--- config.mk ---
export PLATFORM = sky130hd
export DESIGN_NAME = key_press_gen
export DESIGN_NICKNAME = d
export VERILOG_FILES = /design/src/rtl/key_press_gen.sv
export SDC_FILE = /design/constraint.sdc
export NUM_CORES = 1
export LEC_CHECK = 0
export ABC_AREA = 1
export CORE_MARGIN = 3
export CORE_UTILIZATION = 30
export DETAILED_ROUTE_END_ITERATION = 6
export PLACE_DENSITY = 0.48
export SLEW_MARGIN = 15
export SYNTH_ARGS = -nofsm -noshare
export SYNTH_HDL_FRONTEND = slang
export SYNTH_SLANG_ARGS = --single-unit
--- constraint.sdc ---
create_clock -name clk -period 2.3 [get_ports clk]
set_clock_uncertainty 0.2 [all_clocks]
set_input_delay 0.23 -clock clk [delete_from_list [all_inputs] [get_ports clk]]
set_output_delay 0.23 -clock clk [all_outputs]
set_load 0.01 [all_outputs]
--- src/rtl/key_press_gen.sv ---
`default_nettype none
// ============================================================================
// Module      : key_press_gen
// Description : Emulates a mechanical active-low push-button. On request it
//               emits 'num' complete key presses, each consisting of a
//               contact-bounce burst on the falling edge, a stable-low hold,
//               a contact-bounce burst on the release, and a stable-high gap.
//
// Ports       : clk        - system clock (50 MHz nominal)
//               rst_n      - asynchronous active-low reset
//               start      - request pulse, honoured only while idle
//               num[3:0]   - number of presses to emit, sampled with start
//               key_out    - emulated active-low push-button line
//               busy       - high while a request is in progress
//               done       - single-cycle completion pulse
//               press_cnt  - presses completed in the current/last request
//
// Revision    : 1.0 - initial release
// ============================================================================
module key_press_gen #(
   parameter int BOUNCE_CYC = 50_000,     // cycles between bounce toggles
   parameter int BOUNCE_N   = 3,          // bounce pulse pairs per edge
   parameter int HOLD_CYC   = 2_500_000,  // stable-low hold time
   parameter int GAP_CYC    = 2_500_000   // stable-high time after release
) (
   input  logic       clk,
   input  logic       rst_n,
   input  logic       start,
   input  logic [3:0] num,
   output logic       key_out,
   output logic       busy,
   output logic       done,
   output logic [3:0] press_cnt
);

   // -------------------------------------------------------------------------
   // Derived constants
   // -------------------------------------------------------------------------
   // One bounce burst: 2*BOUNCE_N inversions spaced BOUNCE_CYC apart.
   localparam int c_BOUNCE_LEN = 2 * BOUNCE_N * BOUNCE_CYC;

   localparam int c_MAX_A   = (c_BOUNCE_LEN > HOLD_CYC) ? c_BOUNCE_LEN : HOLD_CYC;
   localparam int c_MAX_LEN = (c_MAX_A > GAP_CYC) ? c_MAX_A : GAP_CYC;

   // Phase timer is kept at a minimum of 25 bits so the default 50 ms phases
   // fit, and grows automatically if longer phases are configured.
   localparam int c_TMR_NEED = $clog2(c_MAX_LEN + 1);
   localparam int c_TMR_W    = (c_TMR_NEED > 25) ? c_TMR_NEED : 25;

   // Sub-counter spacing the bounce toggles.
   localparam int c_SUB_W = (BOUNCE_CYC > 1) ? $clog2(BOUNCE_CYC) : 1;

   localparam logic [c_TMR_W-1:0] c_BOUNCE_LAST = c_TMR_W'(c_BOUNCE_LEN - 1);
   localparam logic [c_TMR_W-1:0] c_HOLD_LAST   = c_TMR_W'(HOLD_CYC - 1);
   localparam logic [c_TMR_W-1:0] c_GAP_LAST    = c_TMR_W'(GAP_CYC - 1);
   localparam logic [c_TMR_W-1:0] c_TMR_ONE     = c_TMR_W'(1);
   localparam logic [c_SUB_W-1:0] c_SUB_LAST    = c_SUB_W'(BOUNCE_CYC - 1);
   localparam logic [c_SUB_W-1:0] c_SUB_ONE     = c_SUB_W'(1);

   // -------------------------------------------------------------------------
   // State encoding
   // -------------------------------------------------------------------------
   typedef enum logic [2:0] {
      IDLE     = 3'd0,
      P_BOUNCE = 3'd1,
      HOLD     = 3'd2,
      R_BOUNCE = 3'd3,
      GAP      = 3'd4
   } state_t;

   // -------------------------------------------------------------------------
   // Registers and their next-state values
   // -------------------------------------------------------------------------
   state_t               r_state;
   state_t               w_state_nxt;
   logic [c_TMR_W-1:0]   r_timer;
   logic [c_TMR_W-1:0]   w_timer_nxt;
   logic [c_SUB_W-1:0]   r_sub;
   logic [c_SUB_W-1:0]   w_sub_nxt;
   logic [3:0]           r_num;
   logic [3:0]           w_num_nxt;
   logic [3:0]           r_cnt;
   logic [3:0]           w_cnt_nxt;
   logic                 r_key;
   logic                 w_key_nxt;
   logic                 r_busy;
   logic                 w_busy_nxt;
   logic                 r_done;
   logic                 w_done_nxt;

   logic                 w_sub_wrap;
   logic                 w_bounce_end;

   assign w_sub_wrap   = (r_sub == c_SUB_LAST);
   assign w_bounce_end = (r_timer == c_BOUNCE_LAST);

   // -------------------------------------------------------------------------
   // State / output registers (asynchronous active-low reset)
   // -------------------------------------------------------------------------
   always_ff @(posedge clk or negedge rst_n) begin
      if (!rst_n) begin
         r_state <= IDLE;
         r_timer <= '0;
         r_sub   <= '0;
         r_num   <= '0;
         r_cnt   <= '0;
         r_key   <= 1'b1;
         r_busy  <= 1'b0;
         r_done  <= 1'b0;
      end else begin
         r_state <= w_state_nxt;
         r_timer <= w_timer_nxt;
         r_sub   <= w_sub_nxt;
         r_num   <= w_num_nxt;
         r_cnt   <= w_cnt_nxt;
         r_key   <= w_key_nxt;
         r_busy  <= w_busy_nxt;
         r_done  <= w_done_nxt;
      end
   end

   // -------------------------------------------------------------------------
   // Next-state and next-output logic
   // -------------------------------------------------------------------------
   always_comb begin
      w_state_nxt = r_state;
      w_timer_nxt = r_timer + c_TMR_ONE;
      w_sub_nxt   = '0;
      w_num_nxt   = r_num;
      w_cnt_nxt   = r_cnt;
      w_key_nxt   = r_key;
      w_busy_nxt  = r_busy;
      w_done_nxt  = 1'b0;

      case (r_state)
         IDLE: begin
            w_timer_nxt = '0;
            w_key_nxt   = 1'b1;
            w_busy_nxt  = 1'b0;
            if (start) begin
               w_cnt_nxt = '0;
               if (num != 4'd0) begin
                  // The line goes low on acceptance: this is the first
                  // half-period of the press bounce burst.
                  w_num_nxt   = num;
                  w_busy_nxt  = 1'b1;
                  w_key_nxt   = 1'b0;
                  w_state_nxt = P_BOUNCE;
               end else begin
                  w_done_nxt = 1'b1;
               end
            end
         end

         P_BOUNCE: begin
            w_sub_nxt = w_sub_wrap ? '0 : (r_sub + c_SUB_ONE);
            if (w_sub_wrap) begin
               w_key_nxt = ~r_key;
            end
            // The final inversion coincides with the burst end and leaves
            // the line low for HOLD.
            if (w_bounce_end) begin
               w_state_nxt = HOLD;
            end
         end

         HOLD: begin
            if (r_timer == c_HOLD_LAST) begin
               w_cnt_nxt   = r_cnt + 4'd1;
               w_key_nxt   = 1'b1;
               w_state_nxt = R_BOUNCE;
            end
         end

         R_BOUNCE: begin
            w_sub_nxt = w_sub_wrap ? '0 : (r_sub + c_SUB_ONE);
            if (w_sub_wrap) begin
               w_key_nxt = ~r_key;
            end
            // The final inversion leaves the line high for GAP.
            if (w_bounce_end) begin
               w_state_nxt = GAP;
            end
         end

         GAP: begin
            if (r_timer == c_GAP_LAST) begin
               if (r_cnt == r_num) begin
                  w_done_nxt  = 1'b1;
                  w_busy_nxt  = 1'b0;
                  w_key_nxt   = 1'b1;
                  w_state_nxt = IDLE;
               end else begin
                  w_key_nxt   = 1'b0;
                  w_state_nxt = P_BOUNCE;
               end
            end
         end

         default: begin
            w_key_nxt   = 1'b1;
            w_busy_nxt  = 1'b0;
            w_state_nxt = IDLE;
         end
      endcase

      // Every phase is timed from zero.
      if (w_state_nxt != r_state) begin
         w_timer_nxt = '0;
         w_sub_nxt   = '0;
      end
   end

   // -------------------------------------------------------------------------
   // Outputs
   // -------------------------------------------------------------------------
   assign key_out   = r_key;
   assign busy      = r_busy;
   assign done      = r_done;
   assign press_cnt = r_cnt;

endmodule
`default_nettype wire

==> impl_metrics.py <==
metrics = {
    "synth": {
        "syn_area_per_cell_um2": 7.81,
        "netlist_area_um2": 3720,
        "synth_warnings": 0,
        "synth_ff_type": "dfrtp_1",
        "synth_most_common_cell": "nand2_1",
        "synthArstFlopShare_pct": 100,
        "syn_inst": 476,
        "synth_common_cells": "nand2_1 (107), dfrtp_1 (54), nor2_1 (53)",
        "yosysSeqAreaShare_pct": 37.1,
        "synth_nets": 486,
        "synth_seq_cells": 55,
        "synth_cell_types": 38,
        "synth_top_area_share_pct": 36.4,
        "synth_area_leaders": "dfrtp_1 (36%), nor2_4 (13%), nand2_1 (11%)",
        "synth-edff-count": 0,
        "synth_top_area_cell": "dfrtp_1",
    },
    "timing": {
        "max_freq_mhz": 471,
        "relSlewSlack_pct": 63.2,
        "rsz0062_at_grt": "false",
        "finalSetupTns_ns": 0,
        "drv_slew": 0,
        "final-setup-viol-count": 0,
        "final_hold_viol_count": 0,
        "period_minus_slack_ns": 2.12,
        "tightestPinTransition_ns": 0.552,
        "min_period_over_period_pct": 92.3,
    },
    "cells_and_area": {
        "area_growth_pct": 17.7,
        "multi_input_area_um2": 2050,
        "regArea_um2": 1380,
        "diodes": 0,
        "nFillCells": 1245,
        "final_cell_area_um2": 4380,
        "finish.net_count": 517,
        "drive_above_1_share_pct": 20.7,
    },
    "cts": {
        "clkLatencyLatePin_ns": 0.29,
        "cts_buffers": 5,
        "cts_tree": "yes",
        "path_clk_slew_ns": 0.07,
        "htree_levels": 2,
        "cts_buffer_depth": 2,
        "cts_root_buf": "clkbuf_16",
        "cts_sinks": 55,
    },
    "global_routing": {
        "grt_pass1_wl_um": 15000,
        "grt_max_degree": 34,
        "track_usage_pct": 13.0,
        "grt_overflow": 0,
        "antenna_found_initial": 0,
        "grt_pass1_vias": 3062,
    },
    "power": {
        "ir_worst_vdd_mv": 0.278,
        "power_density_nw_per_um2": 454,
        "p_leak_uw": 0.00185,
    },
    "setup_path": {
        "critPathMaxStageDelay_ns": 0.47,
        "cp_cell_sequence": "nor3_1, nand3_2, nor2_4, nor2_2, nor2_4, nand3_2, nand2_4, nand2_8, buf_12, nor2_4",
        "critPathBufInv": 1,
        "required_ns": 2.33,
        "start_kind": "register",
        "cp_max_fo": 10,
        "crit_type": "reg2reg",
        "cpMostUsedCell": "nor2_4",
        "cp_top_family": "simple AND/OR/NAND/NOR gates",
        "arrival_ns": 2.15,
        "end_kind": "register",
        "crit_slowest_cell": "dfrtp_1",
    },
    "detailed_routing": {
        "dr.pass1.iters": 4,
        "wl_um": 8450,
        "wire_per_inst_um": 12.5,
        "drc": 0,
        "via_per_inst": 4.66,
        "dr_total_vias": 3147,
        "ant_nets": 0,
        "drtIter0Drc": 221,
    },
    "status": {
        "outcome": "finished, final reports clean",
    },
    "floorplanning": {
        "die_w_um": 117,
        "row_count": 40,
        "io_pins": 14,
        "die_y_um": 117,
        "core_um2": 12100,
        "start_util_pct": 30.8,
        "fp.dieArea_um2": 13800,
    },
    "place": {
        "gp_congestion": 0.912,
        "portBuffers": 13,
        "placed_cell_area_um2": 4150,
        "hpwl_um": 6490,
    },
    "hold_path": {
        "hp-class": "in2async",
    },
    "flow_run": {
        "maxCapViolCount": 0,
    },
}
## kinds of logic (layout without fill, tap and decap cells)
group	Yosys count	count (layout)	share of synthesized area, %
AOI/OAI and AO/OA	45	45	6.93
buffers and inverters	63	95	8.15
adders and majority gates	3	3	1.01
DFF	55	55	37.1
and+or+nand+nor	306	306	45.9
xor gates and xnor gates	4	4	0.943
## worst reg2reg max path, stage by stage, from the launching register on
cell and delay (ns):
dfrtp_1 0.47, nor3_1 0.36, nand3_2 0.14, nor2_4 0.19, nor2_2 0.07, nor2_4 0.11
nand3_2 0.08, nand2_4 0.09, nand2_8 0.08, buf_12 0.17, nor2_4 0.08
## area by class of cell
cell class                      instances  share of cell area [%]
Clock buffer                            6                    2.95
Clock inverter                          2                    1.37
Tap cell                              168                    4.80
Inverter                               57                    4.89
Sequential cell                        55                    31.5
Multi-Input combinational cell        358                    47.0
Timing Repair Buffer                   30                    7.55
## repair_timing
item | CTS | global route
endpoints found under the hold margin | 21 | 0
setup buffers | 0 | 1
hold buffers | 1 | 0
setup endpoints to repair | 0 | 41
gates resized for setup | 0 | 4
## metal layers
layer | vias to the layer above | wire length, um | GRT usage, %
met2 | 57 | 3890 | 20.6
met1 | 1484 | 3990 | 18.1
li1 | 1596 | - | -
met5 | - | 0 | 0
met4 | 0 | 154 | 3.89
met3 | 10 | 408 | 2.56
## through the flow
stage / hold slack (ns) / instances / utilization, % / setup slack, ns / power, uW
floorplan: -0.266 / 476 / - / 0.359 / 987
global placement: 0.0537 / 666 / 34.4 / 0.156 / 1020
detailed placement: 0.0543 / 666 / 34.4 / 0.137 / 1020
CTS: 0.274 / 675 / 36.1 / 0.113 / 2020
global route: 0.292 / 676 / 36.3 / 0.0277 / 2070
finish: 0.254 / 676 / 36.3 / 0.176 / 1990
## power breakdown
| part | switching, uW | internal (uW) | total [uW] |
|---|---|---|---|
| Clock | 358 | 625 | 983 |
| Sequential | 0 | 966 | 966 |
| Combinational | 23.5 | 13.1 | 36.7 |
| Total | 381 | 1600 | 1990 |
## state kept, by name (all words and copies together) (netlist names)
register and flops:
done 1, r_num 4, r_state 3, key_out 1, press_cnt 4, busy 1
r_sub 16, r_timer 25
## cell usage in the layout (no fill, tap or decap), types with 4 or more instances in the layout
cell type	count
nor2_2	7
inv_1	50
clkdlybuf4s50_1	12
dfrtp_1	54
nand3_2	4
nor3_1	10
nor2_1	52
inv_2	5
a21oi_1	13
o21ai_0	20
nor2_4	44
nand2_1	106
buf_12	6
nand3_1	48
clkbuf_16	5
nand4_1	14
buf_4	10
nand2_2	6
or2_2	5
## final timing paths
path / slack [ns] / cells after the start / startpoint / endpoint
max: 0.18 / 10 / r_timer[17] / r_timer[8]
min: 0.25 / 2 / rst_n / press_cnt[2]
max reg2reg: 0.18 / 10 / r_timer[17] / r_timer[8]
min reg2reg: 0.28 / 2 / busy / busy
max in group asynchronous: 1.06 / 3 / rst_n / r_timer[8]
min in group clk: 0.28 / 2 / busy / busy
Power figures use the tool's default switching activity.
